`config.mk`:
```
export PLATFORM = sky130hd
export DESIGN_NAME = arm_fetch
export DESIGN_NICKNAME = d
export VERILOG_FILES = /design/src/rtl/arm_fetch.sv
export SDC_FILE = /design/constraint.sdc
export NUM_CORES = 1
export LEC_CHECK = 0
export BUFFER_PORTS_ARGS = -buffer_cell sky130_fd_sc_hd__buf_4
export CAP_MARGIN = 5
export CORE_MARGIN = 3
export CORE_UTILIZATION = 65
export CTS_BUF_LIST = sky130_fd_sc_hd__clkbuf_4 sky130_fd_sc_hd__clkbuf_8
export DETAILED_ROUTE_END_ITERATION = 6
export GPL_ROUTABILITY_DRIVEN = 1
export PLACE_DENSITY = 0.93
export REMOVE_ABC_BUFFERS = 1
export SETUP_SLACK_MARGIN = 0.4
export SLEW_MARGIN = 25
export SYNTH_ARGS = -nofsm -noshare
export SYNTH_HDL_FRONTEND = slang
export SYNTH_SLANG_ARGS = --single-unit
```
`constraint.sdc`:
```
create_clock -name clk -period 7.4 [get_ports clk]
set_clock_uncertainty 0.2 [all_clocks]
set_input_delay 2.22 -clock clk [delete_from_list [all_inputs] [get_ports clk]]
set_output_delay 2.22 -clock clk [all_outputs]
set_load 0.005 [all_outputs]
```
`src/rtl/arm_fetch.sv`:
```
// arm_fetch: PC owner, imem req/gnt/rvalid front end and in-order inst FIFO.
// Define ARM_FETCH_BYPASS_EN for a zero-latency path from imem_rdata to inst.
module arm_fetch #(
  parameter int unsigned DEPTH    = 4,
  parameter logic [31:0] RESET_PC = 32'h0040_0000
) (
  input  logic        clk,
  input  logic        rst_b,
  output logic        imem_req,
  output logic [31:0] imem_addr,
  input  logic        imem_gnt,
  input  logic        imem_rvalid,
  input  logic [31:0] imem_rdata,
  input  logic        redirect,
  input  logic [31:0] redirect_pc,
  input  logic        halt,
  output logic        inst_valid,
  output logic [31:0] inst,
  output logic [31:0] inst_pc,
  input  logic        inst_ready
);
  localparam int unsigned AW = $clog2(DEPTH);
  localparam int unsigned CW = AW + 1;
  localparam logic [CW:0] FULL = (CW+1)'(DEPTH);

  logic [31:0]   pc;
  logic [31:0]   pc_nxt;
  logic [CW-1:0] fifo_cnt;
  logic [CW-1:0] out_cnt;
  logic [CW-1:0] drop_cnt;
  logic [AW-1:0] rd_ptr;
  logic [AW-1:0] wr_ptr;
  logic          halted;
  logic [31:0]   fifo_w [DEPTH];
  logic [31:0]   fifo_a [DEPTH];

  logic        grant;
  logic        drop_live;
  logic        resp_drop;
  logic        resp_out;
  logic        resp_keep;
  logic        head_valid;
  logic        byp;
  logic        push;
  logic        pop;
  logic [31:0] resp_addr;
  logic [CW:0] credit;
  logic        unused_ok;

  assign unused_ok = ^redirect_pc[1:0];

  assign credit    = {1'b0, fifo_cnt} + {1'b0, out_cnt};
  assign imem_req  = !halted && !redirect && (credit < FULL);
  assign imem_addr = pc;
  assign grant     = imem_req && imem_gnt;

  assign drop_live = drop_cnt != '0;
  assign resp_drop = imem_rvalid && drop_live;
  assign resp_out  = imem_rvalid && !drop_live;
  assign resp_keep = resp_out && !redirect;

  // Outstanding live requests are the last out_cnt words below pc.
  assign resp_addr = pc - 32'({out_cnt, 2'b00});

  assign head_valid = fifo_cnt != '0;

`ifdef ARM_FETCH_BYPASS_EN
  assign byp = !head_valid && resp_keep;
`else
  assign byp = 1'b0;
`endif

  assign inst_valid = head_valid || byp;
  assign inst       = byp ? imem_rdata : fifo_w[rd_ptr];
  assign inst_pc    = byp ? resp_addr : fifo_a[rd_ptr];

  assign pop  = head_valid && inst_ready;
  assign push = resp_keep && !(byp && inst_ready);

  always_comb begin
    pc_nxt = pc;
    unique case (1'b1)
      redirect: pc_nxt = {redirect_pc[31:2], 2'b00};
      grant:    pc_nxt = pc + 32'd4;
      default:  pc_nxt = pc;
    endcase
  end

  always_ff @(posedge clk or negedge rst_b) begin
    if (!rst_b) begin
      pc       <= RESET_PC;
      out_cnt  <= '0;
      drop_cnt <= '0;
      halted   <= 1'b0;
    end else begin
      pc     <= pc_nxt;
      halted <= halted || halt;
      if (redirect) begin
        out_cnt  <= '0;
        drop_cnt <= drop_cnt + out_cnt + CW'(grant)
                    - CW'(imem_rvalid);
      end else begin
        out_cnt  <= out_cnt + CW'(grant) - CW'(resp_out);
        drop_cnt <= drop_cnt - CW'(resp_drop);
      end
    end
  end

  always_ff @(posedge clk or negedge rst_b) begin
    if (!rst_b) begin
      rd_ptr   <= '0;
      wr_ptr   <= '0;
      fifo_cnt <= '0;
      for (int i = 0; i < DEPTH; i++) begin
        fifo_w[i] <= '0;
        fifo_a[i] <= '0;
      end
    end else if (redirect) begin
      wr_ptr   <= rd_ptr;
      fifo_cnt <= '0;
    end else begin
      if (push) begin
        fifo_w[wr_ptr] <= imem_rdata;
        fifo_a[wr_ptr] <= resp_addr;
        wr_ptr         <= wr_ptr + AW'(1);
      end
      if (pop) begin
        rd_ptr <= rd_ptr + AW'(1);
      end
      fifo_cnt <= fifo_cnt + CW'(push) - CW'(pop);
    end
  end

endmodule

```
## Word level (Yosys, flattened, before mapping)

Cells that the tools add are included.

- Register bits after elaboration: 302
- Bits of input ports: 71
- Output and inout bits: 98
- Word-level logic and storage cells: 69

- $add $sub $neg: 13
- Magnitude comparators: 4
- Mux-type cells: 16
- Bitwise gates (word level): 3
- Reductions and logical operators: 18

Operators by type and width:

| kind | number |
|---|---|
| $bwmux W128 | 2 |
| $mux W32 | 5 |
| $bmux W32 S2 | 2 |
| $demux W32 S2 | 1 |
| $pmux W32 S2 | 1 |
| $add A32 B3 Y32 const B | 1 |
| $sub A32 B5 Y32 | 1 |
| $sub A3 B1 Y3 | 4 |
| $add A3 B1 Y3 | 3 |
| $mux W3 | 3 |
| $logic_and A1 B1 Y1 | 8 |
| $ge A3 B3 Y1 const B | 2 |
| $not A2 Y3 | 2 |
| $reduce_bool A3 Y1 | 2 |
| $add A2 B1 Y2 const B | 2 |
| $add A3 B3 Y4 | 1 |
| $lt A4 B3 Y1 const B | 1 |
| $mux W2 | 2 |
| $reduce_and A2 Y1 | 2 |
| $reduce_bool A2 Y1 | 2 |
| $add A3 B3 Y3 | 1 |
| $logic_not A1 Y1 | 3 |
| $lt A3 B1 Y1 const B | 1 |
| $logic_or A1 B1 Y1 | 1 |
| $not A1 Y1 | 1 |

## Longest topological paths before layout

Gate-level depths: netlist of the first run.

- Depth in word-level cells: 7
- Gate-level depth with buffers: 12
- Depth with buffers taken out: 11

## Worst setup path before layout of the first run

No wires, ideal clock.

- Path type: in2out
- Start point: input port redirect
- End point: output port imem_req
- Data arrival time: 2.576 ns
- Data required time: 4.980 ns
- Setup slack: 2.404 ns
- Stages on the path: 2
- Buffers on the path: 0
- Path through: nor3_1 and3_1

- Cells in the longest elaborated chain, start to end: 3

Ends and longest elaborated chain:

| item | RTL line | source |
|---|---|---|
| from (decl) | 14 | `input logic redirect,` |
| $logic_not A1 Y1 | 53 | `assign imem_req = !halted && !redirect && (credit < FULL);` |
| $logic_and A1 B1 Y1 (2 in a row) | 53 |  |
| to (decl) | 9 | `output logic imem_req,` |

No other way between the ends.

## Worst setup path after layout of the first run

Same ends and word-level chain as after synthesis.

==> results of run 1 <==
layout make-up:
class	instances	area, um2
sequential	292	7310
multi-input combinational	714	5900
fill	1195	4380
timing repair buffer	168	1290
clock buffer	78	973
tap	270	338
inverter	27	101
clock inverter	3	65.1
kinds of logic (layout without fill, tap and decap cells):
family | count (synthesis) | count (layout) | synth area share (%)
DFF | 292 | 292 | 53.9
and+or+nand+nor | 279 | 279 | 9.37
muxes | 192 | 192 | 21.1
AOI/OAI and AO/OA | 176 | 176 | 7.48
buffers and inverters | 110 | 276 | 3.21
xor gates and xnor gates | 40 | 40 | 2.58
adders and majority gates | 23 | 23 | 2.40
other | 1 | 4 | 0.0276
through the flow:
stage / util (%) / hold WS, ns / total power [mW] / std cells
final: 78.5 / 0.270 / 5.92 / 1552
after global routing: 78.5 / 0.296 / 6.25 / 1552
after CTS: 78.3 / 0.278 / 5.94 / 1551
after detailed placement: 73.2 / 0.265 / 4.41 / 1470
after global placement: 73.1 / 0.256 / 4.25 / 1470
after floorplan: - / 0.241 / 3.61 / 1033
final timing paths:
kind                             from  depth (start not counted)             to  slack, ns
min reg2reg                fifo_a[17]                          2     fifo_a[17]       0.27
min in group asynchronous       rst_b                          1    fifo_w[123]       1.53
max                          redirect                          4       imem_req       1.83
min                        fifo_a[17]                          2     fifo_a[17]       0.27
max in group asynchronous       rst_b                          2      rd_ptr[0]       4.26
max reg2reg                out_cnt[2]                          8  imem_addr[22]       4.00
Yosys cell counts (all sizes together), types with 7 or more instances:
cell,count,area share [%]
inv,27,0.75
nor4,8,0.37
dfrtp,291,54
xor2,14,0.90
nand4,8,0.37
o211ai,8,0.44
o21ai,131,4.8
nor2b,7,0.32
nor3,23,0.92
mux4,62,10
xnor2,26,1.7
mux2,128,11
a211oi,8,0.44
buf,16,0.61
nand2,156,4.3
nor2,29,0.80
ha,18,1.7
clkbuf,67,1.9
nand3,17,0.63
routing by layer:
layer	vias to the layer above	wire, um	global-route usage, %	share of wire, %
li1	4248	-	-	-
met1	4846	12700	38.2	39
met2	410	16400	48.6	50
met3	95	2510	6.62	7.7
met4	0	962	9.65	3.0
met5	-	0	0	0
power by group:
group | total [mW] | internal, mW | switching (mW)
registers | 2.58 | 2.15 | 0.429
logic | 1.83 | 1.09 | 0.747
clock network | 1.51 | 0.893 | 0.613
total | 5.92 | 4.13 | 1.79
critical path, delay by kind of cell:
kind	cells	cell delay, ns
buffers and inverters	2	0.56
and+or+nand+nor	2	0.36
sequential cells by signal (all words and copies together), names as in the netlist:
| name | flops |
|---|---|
| fifo_w | 128 |
| out_cnt | 3 |
| wr_ptr | 2 |
| halted | 1 |
| drop_cnt | 3 |
| fifo_a | 120 |
| fifo_cnt | 3 |
| imem_addr | 30 |
| rd_ptr | 2 |
==> impl_metrics.toml, run 1 <==
[logic_synthesis]
synthCells = 1113
synth_flop_cell = "dfrtp_1"
ys_types = 51
synth_warnings = 0
synth.avg_cell_area_um2 = 12.2
synth_edf_count = 0
yosysSeqAreaShare_pct = 53.9
syn-cell-area_mm2 = 0.0136
synth-seq-cells = 292
async_reset_ff_share_pct = 100

[layout]
fin_area_mm2 = 0.0160
layout.nets = 1345
area_growth_pct = 17.8
final_cell_mix = "289 x dfrtp_1, 165 x buf_4, 152 x nand2_1"
n_antenna_cell = 0
final_common_cell = "dfrtp_1"
drive_above_1_share_pct = 35.6

[critical_path]
critPathLaunchType = "primary input"
crit_slowest_cell = "buf_4"
cp_common_cell = "buf_4"
cp_slowest_stage_delay_ns = 0.43
cp.arrival_ns = 3.15
worstPathCellList = "buf_4 -> nor3_1 -> and3_1 -> buf_4"
cp.required_ns = 4.98
end_kind = "primary output"
critPathKind = "in2out"
path_max_fanout = 49

[global_routing]
antenna_found_initial = 0
grt_pass1_wl_um = 51700
grt_util_all_layers_pct = 29.1
grt_remaining_overflow = 0
grt_pass1_vias = 10157
grt_max_degree = 137

[die]
start_util_pct = 66.6
core_mm2 = 0.0204
die_w_um = 150
die_area_mm2 = 0.0226
io_pins = 169
chipHeight_um = 150
rows = 52

[sta]
fin_crit_sh_pct = 75.2
fin_crit_ns = 5.57
worst_slew_pin_slew_ns = 0.935
hold_violations = 0
fin_ws_ns = 1.83
finalSetupViolations = 0
finalMaxSlewViolations = 0
timing.slew.headroom_pct = 37.2
rsz0062_at_grt = "false"
fmax_mhz = 180
final.setup.tns_ns = 0

[clock_network]
hold_buffers = 0
post_cts_resized = 0
clock_latency_ns = 0.55
cts-root-buf = "clkbuf_8"
clk_pin_slew_ns = 0.06
cts_tree = "yes"
cts_buffer_depth = 3
cts.htree.levels = 2
cts_sinks = 292
postCtsSetupRepairBufs = 0
cts-buffers-inserted = 48

[power]
peakVddDrop_mv = 0.188
leakagePower_nw = 7.52
power_density_mw_per_mm2 = 370

[drt]
drt_pass1_iterations = 5
ant_nets = 0
drt-total-wl_um = 32500
drtIter0Drc = 609
drc = 0
vias = 9599
vias_per_cell = 6.18
routedWlPerCell_um = 21.0

[placement]
io_buffers = 162
dpl_cell_area_mm2 = 0.0149
dp_hpwl_um = 20500
gp_congestion = 0.884
dpl_worst_slack_ns = 1.88

[worst_hold_path]
min_path_type = "reg2reg"

[run_status]
status = "finished, final reports clean"

[run]
maxCapViolCount = 0
Note: power is estimated with default switching activity, not from simulation.
==> run 2: changes to the inputs <==
--- a/config.mk
+++ b/config.mk
@@ -5,14 +5,15 @@
 export SDC_FILE = /design/constraint.sdc
 export NUM_CORES = 1
 export LEC_CHECK = 0
+export ABC_AREA = 1
 export BUFFER_PORTS_ARGS = -buffer_cell sky130_fd_sc_hd__buf_4
 export CAP_MARGIN = 5
 export CORE_MARGIN = 3
-export CORE_UTILIZATION = 65
+export CORE_UTILIZATION = 55
 export CTS_BUF_LIST = sky130_fd_sc_hd__clkbuf_4 sky130_fd_sc_hd__clkbuf_8
 export DETAILED_ROUTE_END_ITERATION = 6
 export GPL_ROUTABILITY_DRIVEN = 1
-export PLACE_DENSITY = 0.93
+export PLACE_DENSITY = 0.84
 export REMOVE_ABC_BUFFERS = 1
 export SETUP_SLACK_MARGIN = 0.4
 export SLEW_MARGIN = 25
==> constraint.sdc (replaced) <==
create_clock -name clk -period 4.9 [get_ports clk]
set_clock_uncertainty 0.2 [all_clocks]
set_input_delay 1.47 -clock clk [delete_from_list [all_inputs] [get_ports clk]]
set_output_delay 1.47 -clock clk [all_outputs]
set_load 0.005 [all_outputs]
==> run 2 against run 1 <==
Net effect: routed wire length up 32%; sequential share of layout area down 3.6 points; power up 67%; clock power up 44%; core utilization down 13 points; highest routed layer unchanged.
==> impl_metrics.toml, run 2 <==
[global_routing]
grt_pass1_wl_um = 69500
antenna_found_initial = 0
grt_util_all_layers_pct = 29.1
grt_max_degree = 125
grt_pass1_vias = 13884
grt_remaining_overflow = 0

[drt]
routedWlPerCell_um = 17.0
ant_nets = 0
vias_per_cell = 5.69
drt_pass1_iterations = 5
vias = 14388
drtIter0Drc = 1595
drt-total-wl_um = 43000
drc = 0

[sta]
finalSetupViolations = 0
final.setup.tns_ns = 0
fmax_mhz = 230
finalMaxSlewViolations = 0
worst_slew_pin_slew_ns = 0.929
hold_violations = 0
fin_crit_sh_pct = 88.8
rsz0062_at_grt = "false"
fin_crit_ns = 4.35
timing.slew.headroom_pct = 38.1
holdWs_ns = 0.267

[layout]
largest_reg_flops = 128
drive_above_1_share_pct = 14.0
multi_input_area_mm2 = 0.00689
final_common_cell = "nand2_1"
final_cell_mix = "894 x nand2_1, 289 x dfrtp_1, 251 x nor2_1"
regMostFlops = "fifo_w"
fillers = 2213
fin_cells = 2528
layout.nets = 2253
area_growth_pct = 15.6
n_antenna_cell = 0
final-seq-area_mm2 = 0.00731

[run_status]
status = "finished, final reports clean"

[logic_synthesis]
synth.avg_cell_area_um2 = 7.37
synth_top_area_share_pct = 48.5
yosysTopAreaCell = "dfrtp_1"
synthCells = 2039
synth_most_common_cell = "nand2_1"
synth_edf_count = 0
synth_common_cells = "894 x nand2_1, 291 x dfrtp_1, 251 x nor2_1, 163 x o21ai_0, 66 x inv_1"
syn-cell-area_mm2 = 0.0150
yosysSeqAreaShare_pct = 48.6
async_reset_ff_share_pct = 100
ys_types = 39
synth_flop_cell = "dfrtp_1"
synth_warnings = 0
synth_area_leaders = "dfrtp_1 48%, nand2_1 22%, nor2_1 6.3%"
synth-seq-cells = 292

[clock_network]
cts_sinks = 292
post_cts_resized = 0
hold_buffers = 0
cts_buffer_depth = 3
cts-root-buf = "clkbuf_8"
clock_latency_ns = 0.57
clk_pin_slew_ns = 0.06
cts-buffers-inserted = 48
postCtsSetupRepairBufs = 0
cts.htree.levels = 2
cts_tree = "yes"

[die]
die_w_um = 171
core_mm2 = 0.0264
start_util_pct = 56.9
chipHeight_um = 171
rows = 59
die_area_mm2 = 0.0293
io_pins = 169

[critical_path]
cp.arrival_ns = 2.68
path_max_fanout = 45
critPathKind = "reg2out"
end_kind = "primary output"
cp.required_ns = 3.23
critPathLaunchType = "flip-flop"

[placement]
io_buffers = 162
dp_cells = 2444
dp_hpwl_um = 27000
gp_congestion = 0.992

[power]
power_density_mw_per_mm2 = 568
peakVddDrop_mv = 0.256
leakagePower_nw = 9.08

[run]
maxCapViolCount = 0

[worst_hold_path]
min_path_type = "reg2reg"
-- run 2: final timing paths --
check / cells past startpoint / endpoint / slack [ns] / from
max: 5 / inst_pc[7] / 0.55 / rd_ptr[1]
min in group asynchronous: 1 / fifo_w[19] / 0.67 / rst_b
max reg2reg: 13 / drop_cnt[2] / 1.99 / out_cnt[2]
min: 1 / halted / 0.27 / halted
max in group asynchronous: 2 / imem_addr[22] / 2.78 / rst_b
min reg2reg: 1 / halted / 0.27 / halted
-- run 2: layer usage --
layer	global-route usage (%)	vias up	routed length, um
li1	-	6689	-
met1	40.0	6761	17300
met2	47.8	844	20100
met3	4.41	94	4510
met4	10.1	0	1120
met5	0	-	0
-- run 2: kinds of logic (layout without fill, tap and decap cells) --
kind of cell | Yosys count | count (layout) | share of synthesized area [%]
flops | 292 | 292 | 48.6
mux | 1 | 1 | 0.0666
xor+xnor | 27 | 27 | 1.57
buf+inv | 194 | 345 | 5.59
simple gates | 1244 | 1244 | 32.6
other cells | 1 | 4 | 0.0250
compound gates | 257 | 257 | 9.35
fa+ha+maj | 23 | 23 | 2.16
-- run 2: report_power, final --
part / leakage (nW) / switching (mW) / total [mW] / internal [mW]
Clock: 0.526 / 0.968 / 2.18 / 1.21
Sequential: 3.83 / 0.589 / 3.86 / 3.27
Combinational: 4.72 / 2.17 / 3.82 / 1.65
-- run 2: cell type report --
| type | count | area share, % |
|---|---|---|
| tap | 335 | 2.41 |
| clock inverter | 8 | 0.259 |
| clock buffer | 76 | 5.41 |
| multi-input combinational | 1556 | 39.7 |
| timing repair buffer | 185 | 8.47 |
| inverter | 76 | 1.66 |
| sequential | 292 | 42.1 |
-- run 2: per-stage QoR --
step                      util (%)  area [um2]  worst slack [ns]  total power, mW
after floorplan                  -       14500            -0.354             5.92
after global placement        62.0       16400              1.03             7.50
after detailed placement      62.0       16400             0.961             7.67
after CTS                     65.7       17400             0.614             9.87
after global routing          65.7       17400             0.498             10.6
final                         65.7       17400             0.549             9.86
-- run 2: worst max-delay path, cell delays in order, from the launching register on --
cell	delay, ns
dfrtp_2	0.73
inv_1	0.19
buf_4	0.46
o21ai_0	0.19
o22ai_1	0.32
buf_4	0.18
